[src/rtl/aes_key_expander.sv]
// aes_key_expander: iterative AES key schedule (128/192/256).
// Produces one 32-bit schedule word per clock and streams the Nr+1 128-bit
// round keys over a valid/ready interface in ascending round order.
//
// Ports:
//   clk, rst          clock, synchronous active-high reset
//   start, mode, key  expansion request (mode 0/1/2 = AES-128/192/256), key MSB-aligned
//   busy, err, done   status: expansion running, illegal-request pulse, completion pulse
//   rk_valid/rk_ready round-key handshake; rk_data, rk_idx, rk_last payload
//   rd_idx, rd_key    round-key readback (only with KEYEXP_STORE_EN)
//
// Optional feature macro: KEYEXP_STORE_EN adds a 15-entry round-key store
// written on every handshake and read through rd_idx/rd_key (1-cycle latency).
module aes_key_expander #(
    parameter int unsigned KEY_W = 256,
    parameter int unsigned IDX_W = 4
) (
    input  logic             clk,
    input  logic             rst,
    input  logic             start,
    input  logic [1:0]       mode,
    input  logic [KEY_W-1:0] key,
`ifdef KEYEXP_STORE_EN
    input  logic [IDX_W-1:0] rd_idx,
    output logic [127:0]     rd_key,
`endif
    output logic             busy,
    output logic             err,
    output logic             rk_valid,
    input  logic             rk_ready,
    output logic [127:0]     rk_data,
    output logic [IDX_W-1:0] rk_idx,
    output logic             rk_last,
    output logic             done
);

    localparam int unsigned WIDX_W = 6;
    localparam int unsigned J_W    = 3;

    typedef enum logic [1:0] {
        S_IDLE,
        S_GEN,
        S_DRAIN
    } state_t;

    // GF(2^8) doubling modulo the AES polynomial
    function automatic logic [7:0] xtime(input logic [7:0] a);
        return {a[6:0], 1'b0} ^ (a[7] ? 8'h1b : 8'h00);
    endfunction

    function automatic logic [7:0] gmul(input logic [7:0] a, input logic [7:0] b);
        logic [7:0] p;
        logic [7:0] aa;
        p  = '0;
        aa = a;
        for (int k = 0; k < 8; k++) begin
            if (b[k]) p = p ^ aa;
            aa = xtime(aa);
        end
        return p;
    endfunction

    // S-box: multiplicative inverse as x^254 (0 maps to 0), then the affine map
    function automatic logic [7:0] sbox(input logic [7:0] x);
        logic [7:0] s;
        logic [7:0] inv;
        s   = x;
        inv = 8'h01;
        for (int k = 1; k < 8; k++) begin
            s   = gmul(s, s);
            inv = gmul(inv, s);
        end
        return inv ^ {inv[6:0], inv[7]} ^ {inv[5:0], inv[7:6]}
                   ^ {inv[4:0], inv[7:5]} ^ {inv[3:0], inv[7:4]} ^ 8'h63;
    endfunction

    function automatic int unsigned key_bits(input logic [1:0] m);
        case (m)
            2'd0:    return 128;
            2'd1:    return 192;
            default: return 256;
        endcase
    endfunction

    state_t              state_q, state_d;
    logic [1:0]          mode_q;
    logic [255:0]        key_q;
    logic [WIDX_W-1:0]   widx_q;
    logic [J_W-1:0]      j_q;
    logic [7:0]          rcon_q;
    logic [IDX_W-1:0]    rnd_q;
    logic [7:0][31:0]    hist_q;     // hist_q[n] = w[i-1-n]
    logic [95:0]         col_q;      // up to three collected words, oldest in MSBs
    logic [1:0]          col_cnt_q;
    logic                err_pend_q;

    logic [3:0]          nk_c;
    logic [IDX_W-1:0]    nr_c;
    logic [WIDX_W-1:0]   last_word_c;
    logic                mode_ok_c;
    logic                hs_c;
    logic                out_free_c;
    logic                accept_c;
    logic                gen_en_c;
    logic                load_out_c;
    logic                done_d;
    logic [7:0][31:0]    key_w_c;
    logic [31:0]         w_prev_c;
    logic [31:0]         w_back_c;
    logic [31:0]         sub_in_c;
    logic [31:0]         sub_out_c;
    logic [31:0]         f_c;
    logic [31:0]         w_new_c;

    // Per-mode schedule geometry
    always_comb begin
        nk_c        = 4'd8;
        nr_c        = IDX_W'(14);
        last_word_c = WIDX_W'(59);
        case (mode_q)
            2'd0: begin
                nk_c        = 4'd4;
                nr_c        = IDX_W'(10);
                last_word_c = WIDX_W'(43);
            end
            2'd1: begin
                nk_c        = 4'd6;
                nr_c        = IDX_W'(12);
                last_word_c = WIDX_W'(51);
            end
            default: ;
        endcase
    end

    assign mode_ok_c  = (mode != 2'd3) && (key_bits(mode) <= KEY_W);
    assign hs_c       = rk_valid && rk_ready;
    assign out_free_c = !rk_valid || rk_ready;

    for (genvar n = 0; n < 8; n++) begin : g_key_word
        assign key_w_c[n] = key_q[255 - 32*n -: 32];
    end

    // Schedule word datapath
    assign w_prev_c = hist_q[0];
    assign w_back_c = hist_q[3'(nk_c - 4'd1)];
    assign sub_in_c = (j_q == '0) ? {w_prev_c[23:0], w_prev_c[31:24]} : w_prev_c;

    for (genvar b = 0; b < 4; b++) begin : g_sbox
        assign sub_out_c[8*b +: 8] = sbox(sub_in_c[8*b +: 8]);
    end

    always_comb begin
        f_c = w_prev_c;
        if (j_q == '0)
            f_c = sub_out_c ^ {rcon_q, 24'h0};
        else if (j_q == 3'd4 && nk_c == 4'd8)
            f_c = sub_out_c;
    end

    assign w_new_c = (widx_q < WIDX_W'(nk_c)) ? key_w_c[widx_q[2:0]] : (w_back_c ^ f_c);

    // Next-state and control
    always_comb begin
        state_d    = state_q;
        accept_c   = 1'b0;
        gen_en_c   = 1'b0;
        load_out_c = 1'b0;
        done_d     = 1'b0;
        case (state_q)
            S_IDLE: begin
                if (start) begin
                    accept_c = 1'b1;
                    if (mode_ok_c) state_d = S_GEN;
                end
            end
            S_GEN: begin
                // The fourth word goes straight to the output register, so a
                // full collector can only advance when the output can take it.
                gen_en_c   = (col_cnt_q != 2'd3) || out_free_c;
                load_out_c = gen_en_c && (col_cnt_q == 2'd3);
                if (gen_en_c && widx_q == last_word_c) state_d = S_DRAIN;
            end
            S_DRAIN: begin
                if (hs_c) begin
                    state_d = S_IDLE;
                    done_d  = 1'b1;
                end
            end
            default: state_d = S_IDLE;
        endcase
    end

    // State, datapath and registered outputs
    always_ff @(posedge clk) begin
        if (rst) begin
            state_q    <= S_IDLE;
            mode_q     <= '0;
            key_q      <= '0;
            widx_q     <= '0;
            j_q        <= '0;
            rcon_q     <= 8'h01;
            rnd_q      <= '0;
            hist_q     <= '0;
            col_q      <= '0;
            col_cnt_q  <= '0;
            err_pend_q <= 1'b0;
            busy       <= 1'b0;
            err        <= 1'b0;
            done       <= 1'b0;
            rk_valid   <= 1'b0;
            rk_data    <= '0;
            rk_idx     <= '0;
            rk_last    <= 1'b0;
        end else begin
            state_q    <= state_d;
            busy       <= (state_d != S_IDLE);
            err_pend_q <= accept_c && !mode_ok_c;
            err        <= err_pend_q;
            done       <= done_d;

            if (accept_c) begin
                mode_q    <= mode;
                key_q     <= 256'(key) << (256 - KEY_W);
                widx_q    <= '0;
                j_q       <= '0;
                rcon_q    <= 8'h01;
                rnd_q     <= '0;
                col_cnt_q <= '0;
            end

            if (gen_en_c) begin
                hist_q <= {hist_q[6:0], w_new_c};
                widx_q <= widx_q + WIDX_W'(1);
                j_q    <= (j_q == J_W'(nk_c - 4'd1)) ? '0 : j_q + J_W'(1);
                if (widx_q >= WIDX_W'(nk_c) && j_q == '0) rcon_q <= xtime(rcon_q);
                if (load_out_c) begin
                    col_cnt_q <= '0;
                end else begin
                    col_q     <= {col_q[63:0], w_new_c};
                    col_cnt_q <= col_cnt_q + 2'd1;
                end
            end

            if (load_out_c) begin
                rk_valid <= 1'b1;
                rk_data  <= {col_q, w_new_c};
                rk_idx   <= rnd_q;
                rk_last  <= (rnd_q == nr_c);
                rnd_q    <= rnd_q + IDX_W'(1);
            end else if (hs_c) begin
                rk_valid <= 1'b0;
            end
        end
    end

`ifdef KEYEXP_STORE_EN
    logic [127:0] store_q [15];

    // Round-key store: written on handshake, survives completion, cleared by rst
    always_ff @(posedge clk) begin
        if (rst) begin
            for (int e = 0; e < 15; e++) store_q[e] <= '0;
            rd_key <= '0;
        end else begin
            if (hs_c && rk_idx < IDX_W'(15)) store_q[4'(rk_idx)] <= rk_data;
            rd_key <= (rd_idx < IDX_W'(15)) ? store_q[4'(rd_idx)] : '0;
        end
    end
`endif

endmodule

[config.mk]
export PLATFORM = sky130hd
export DESIGN_NAME = aes_key_expander
export DESIGN_NICKNAME = d
export VERILOG_FILES = /design/src/rtl/aes_key_expander.sv
export SDC_FILE = /design/constraint.sdc
export NUM_CORES = 2
export LEC_CHECK = 0
export BUFFER_PORTS_ARGS = -buffer_cell sky130_fd_sc_hd__buf_2
export CORE_ASPECT_RATIO = 1.75
export CORE_UTILIZATION = 45
export DETAILED_ROUTE_END_ITERATION = 10
export GPL_ROUTABILITY_DRIVEN = 0
export HOLD_SLACK_MARGIN = 0.1
export PLACE_DENSITY = 0.6
export SLEW_MARGIN = 5
export SYNTH_ARGS = -nofsm -noshare
export SYNTH_HDL_FRONTEND = slang
export SYNTH_SLANG_ARGS = --single-unit
[constraint.sdc]
create_clock -name clk -period 17.46 [get_ports clk]
set_clock_uncertainty 0.1 [all_clocks]
set_input_delay 0.873 -clock clk [delete_from_list [all_inputs] [get_ports clk]]
set_output_delay 0.873 -clock clk [all_outputs]
set_load 0.02 [all_outputs]
# == Word-level counts from Yosys, hierarchy flattened ==
# Cells that the tools add are included.
# classes
add_sub_neg,5
order_cmp,5
n_eq_ne,12
n_mux,850
bitwise,781
reduce_logical,21
# ops
operator,count
$mux W8,423
$xor A8 B8 Y8,380
$xor A8 B5 Y8,365
$mux W5,369
$bmux W32 S3,2
$mux W32,6
$xor A32 B32 Y32,2
$mux W6,6
$le A32 B9 Y1 const B,1
$mux W7,4
$not A1 Y1 const A,28
$mux W4,6
$mux W2,11
$mux W3,7
$pmux W9 S2,1
$not A4 Y4,4
$mux W1,11
$pmux W5 S2,1
$lt A3 B4 Y1 const B,2
$pmux W4 S2,1
$reduce_bool A2 Y1,4
$logic_and A1 B1 Y1,7
$add A6 B1 Y6 const B,1
$eq A2 B1 Y1 const B,3
22 further kinds,29
# word_totals
register_bits,773
word_cells,1699

# == Longest topological paths before layout ==
# depth
ltp_word,138
ltp_mapped,86

# == Worst setup path before layout ==
# OpenSTA, ideal clock, no wires.
# synth_path
path_kind,register to register
from,register j_q[0]
to,register rk_data[14]
setup_ps,65
t_arrival_ps,16662
t_required_ps,17295
setup_slack_ps,633
path_stages_with_launch,80
n_path_buf,13
period_less_slack_ps,16827
cell_sequence,dfxtp_1 inv_1 ha_1 nand2b_2 buf_12 buf_6 buf_6 buf_6 buf_6 buf_6 mux2i_1 inv_1 ha_1 buf_1 nand2_1 xnor3_1 xor2_1 inv_1 [44 not listed] nor3_1 or4_1 xnor2_4 xor2_1 xor2_1 nor2_1 xor2_1 xnor2_1 xnor2_1 xnor2_1 xnor2_1 xnor3_1 a21oi_1 xnor2_1 nor2_1 nor3_1 a21oi_1 nor2_1
# synth_via
elab_chain_cells,135
word_cells_on_any_way,399
# synth_lines
element,line_no,source
from (decl),89,logic [J_W-1:0] j_q;
from (signal assigned),234,j_q <= (j_q == J_W'(nk_c - 4'd1)) ? '0 : j_q + J_W'(1);
$logic_not A3 Y1,"146, 154",
$mux W32,146,"assign sub_in_c = (j_q == '0) ? {w_prev_c[23:0], w_prev_c[31:24]} : w_prev_c;"
$mux W5,48,"return {a[6:0], 1'b0} ^ (a[7] ? 8'h1b : 8'h00);"
$xor A8 B5 Y8,48,
$xor A8 B8 Y8,57,if (b[k]) p = p ^ aa;
$mux W8,57,
$xor A8 B8 Y8,57,
$mux W8,57,
[117 not listed],-,
$mux W8,57,
$xor A8 B8 Y8 (2 in a row),73,"return inv ^ {inv[6:0], inv[7]} ^ {inv[5:0], inv[7:6]}"
$xor A8 B8 Y8 (2 in a row),74,"^ {inv[4:0], inv[7:5]} ^ {inv[3:0], inv[7:4]} ^ 8'h63;"
$not A4 Y4 (no line),-,
$mux W32 / $xor A32 B32 Y32 (equally long branches),"156, 155",
$mux W32 *,154,if (j_q == '0)
$xor A32 B32 Y32 *,160,assign w_new_c = (widx_q < WIDX_W'(nk_c)) ? key_w_c[widx_q[2:0]] : (w_back_c ^ f_c);
$mux W32 *,160,
to (signal assigned),246,"rk_data <= {col_q, w_new_c};"
to (decl),31,"output logic [127:0] rk_data,"
# Every way passes the cells marked *; elsewhere a longest branch is shown, timed or not.
# A chain may end at the register's enable or synchronous reset.

# == Final worst setup path ==
# layout_path
from,register j_q[0]
to,register col_q[28]
# layout_via
elab_chain_cells,134
word_cells_on_any_way,398
# layout_lines
element,line_no,source
$logic_not A3 Y1,"146, 154",
$mux W32,146,
$mux W5 (tied with other cells),48,
$xor A8 B5 Y8 / $xor A8 B8 Y8 (equally long branches),"48, 57",
$xor A8 B8 Y8 / $mux W8 (equally long branches),57,
$mux W8 / $xor A8 B8 Y8 (equally long branches),57,
$xor A8 B8 Y8 / $mux W8 (equally long branches),57,
$mux W8 / $xor A8 B8 Y8 (equally long branches),57,
[116 not listed],-,
$xor A8 B8 Y8,57,
$mux W8,57,
$xor A8 B8 Y8 (2 in a row),73,
$xor A8 B8 Y8 (2 in a row),74,
$mux W32 / $xor A32 B32 Y32 (equally long branches),"156, 155",
$mux W32 *,154,
$xor A32 B32 Y32 *,160,
$mux W32 *,160,
to (signal assigned),239,"col_q <= {col_q[63:0], w_new_c};"
to (decl),93,logic [95:0] col_q;
# Marked as above.

==> out/results.ini <==
[synth]
synth-edff-count=0
syn_inst=12100
synth_area_leaders=dfxtp_1 (17%), xnor2_1 (16%), nand2_1 (9.5%), xnor3_1 (7.5%), a21oi_1 (6.5%)
synth.most_common_cell=nand2_1
async_flop_share_pct=0
seq_area_frac_synth_pct=16.9
syn_area_per_cell_um2=7.55
yosys-top-cells-count=nand2_1 (2,328), xnor2_1 (1,632), nor2_1 (1,303)
netlist_area_um2=91500
synth_seq_cells=773
yosysTopAreaCell=dfxtp_1
ys_warn_count=0
syn_nets=12400
netlist.area_leader.share_pct=16.9
synth_cell_type_count=137
synth_ff_type=dfxtp_1

[min_path]
hp-class=reg -> reg
hold_depth=2
hp-start=hist_q[158]$_SDFFE_PP0P_
whs_endpoint=hist_q[190]$_SDFFE_PP0P_

[cells_and_area]
drive_gt1_share_pct=16.7
n_fill_cell=19600
syn_to_final_growth_pct=14.0
postLayoutCoreUtil_pct=51.7
fin_area_um2=104000
fin_nets=12800

[routing]
via_per_inst=5.88
topRoutingLayerUsed=met5
met1_length_um=118000
route.vias.total=89500
drc=0
drt-wirelength-per-cell_um=21.1
wl_um=322000
antenna_left=0
wl_met3_um=16900
routed-wl-met2_um=164000
drt_pass1_iterations=8
drt_iter0_drc=7778

[sta]
drv_slew=0
fin_crit_ps=16860
post-route-period-util_pct=96.6
worst_pin_slew_ps=1230
slew_headroom_pct=17.8
setup_viol=0
hold_violations=0
timing.fmax_mhz=59.3

[clocking]
clk_pin_slew_worst_paths_ps=60
clkLatencyLatePin_ps=670
clockBufferDepth=3
cts_buffers=85
tritoncts=yes
cts_max_level=3
clockRootBuffer=clkbuf_16
clock_sinks=773
cts_hold_buf=0

[global_route]
grt_max_degree=225
grt_pass1_wl_um=493000
overflow=0
grt_pass1_vias=85800
antenna_found_initial=30
grt_util_all_layers_pct=29.9

[place]
port_buffers=398
placement.cell_area_um2=97900
place_hpwl_um=239000

[worst_setup_path]
r2r_end=col_q[28]$_SDFFE_PP0P_
r2r-start=j_q[0]$_SDFFE_PP0P_
crit_path_frequent_cell=buf_4
rrSetupSlack_ps=600
crit_path_start_kind=register
crit_path_max_incr_delay_ps=680
critical-path-slowest-cell=xor3_4
crit_fanout=18
arrival_ps=17320
worst_r2r_path_depth=68
cp.required_ps=17920
endpoint_kind=register
path_class=reg -> reg

[run_status]
status=complete, no violations

[floorplan]
die_h_um=599
initial_core_util_pct=45.4
ios=399
std_cell_rows=218
core-area_um2=202000
dieArea_um2=205000
chipWidth_um=343

[job]
maxCapViolCount=0

==> worst max-delay path: cells and delay by family (launching register included) <==
kind / cells / cell delay (ps)
compound gates: 12 / 2470
simple gates: 12 / 2100
fa+ha+maj: 2 / 640
flops: 1 / 400
mux: 1 / 290
xor+xnor: 30 / 8810
buf+inv: 11 / 1900
==> logic make-up after synthesis <==
| logic type | Yosys count | synth area share (%) |
|---|---|---|
| flops | 773 | 16.9 |
| buf+inv | 998 | 4.81 |
| mux | 461 | 6.21 |
| simple gates | 4646 | 21.5 |
| compound gates | 2577 | 17.4 |
| xor+xnor | 2638 | 32.7 |
| fa+ha+maj | 36 | 0.492 |
==> repair_timing <==
action,4_1_cts,5_1_grt
endpoints found under the setup margin,81,96
setup buffers,13,147
endpoints found under the hold margin,0,0
pin swaps,9,90
resized for setup,55,296
gates cloned,0,1
==> routing by layer <==
layer,GRT usage (%),up-vias
li1,-,42200
met5,0,-
met2,54.3,3441
met4,18.7,12
met3,3.76,1103
met1,32.6,42800
==> cell usage in the layout (no fill, tap or decap), drive strengths merged, types with 62 or more instances in the layout <==
cell	instances
o211ai	81
a31oi	90
a21oi	1210
nor2	1314
nand2b	62
dfxtp	773
nand2	2329
clkbuf	132
xor2	508
nor3	226
mux4	70
inv	101
buf	1179
mux2	80
nor2b	85
mux2i	311
nand3	250
o22ai	107
xnor3	334
a211oi	108
xnor2	1753
o21ai	408
==> worst max path at each step <==
stage / startpoint / endpoint / slack [ps] / depth (start not counted)
6_report: j_q[0]$_SDFFE_PP0P_ / col_q[28]$_SDFFE_PP0P_ / 600 / 68
5_1_grt: j_q[0]$_SDFFE_PP0P_ / col_q[28]$_SDFFE_PP0P_ / -160 / 68
4_1_cts: j_q[0]$_SDFFE_PP0P_ / w_prev_c[14]$_SDFFE_PP0P_ / 8 / 64
3_5_place_dp: j_q[1]$_SDFFE_PP0P_ / rk_data[21]$_SDFFE_PP0P_ / -1050 / 70
3_3_place_gp: j_q[1]$_SDFFE_PP0P_ / rk_data[21]$_SDFFE_PP0P_ / -780 / 71
2_1_floorplan: j_q[0]$_SDFFE_PP0P_ / rk_data[14]$_SDFFE_PP0P_ / 630 / 79
==> sequential cells by signal, indices dropped and copies added (netlist names), 3 cells and up <==
signal,cells
rcon_q,8
j_q,3
hist_q,224
key_q,256
widx_q,6
rk_data,128
w_prev_c,32
col_q,96
rnd_q,4
rk_idx,4
==> layout make-up <==
| type | count | area (µm²) | share of cell area [%] |
|---|---|---|---|
| well taps | 2640 | 3300 | 3.16 |
| clock buffers | 132 | 2550 | 2.44 |
| flip-flops and latches | 773 | 15500 | 14.8 |
| clock inverters | 24 | 251 | 0.241 |
| diodes | 18 | 45.0 | 0.0431 |
| inverters | 108 | 405 | 0.388 |
| repair buffers | 1179 | 8030 | 7.69 |
| multi-input cells | 10400 | 74300 | 71.2 |
==> stage by stage <==
| stage | cells | worst slack (ps) | hold WS, ps | setup TNS, ps |
|---|---|---|---|---|
| global route | 15200 | -161 | 327 | -1740 |
| CTS | 15100 | 7.96 | 307 | 0 |
| detailed placement | 14900 | -1050 | 343 | -32930 |
| global placement | 14900 | -778 | 336 | -15290 |
| finish | 15200 | 602 | 337 | 0 |
| floorplan | 12100 | 633 | 314 | 0 |
Power is left out: the tool's default activity adds up to more than one toggle a clock period on the data nets, which glitch-free logic cannot reach.
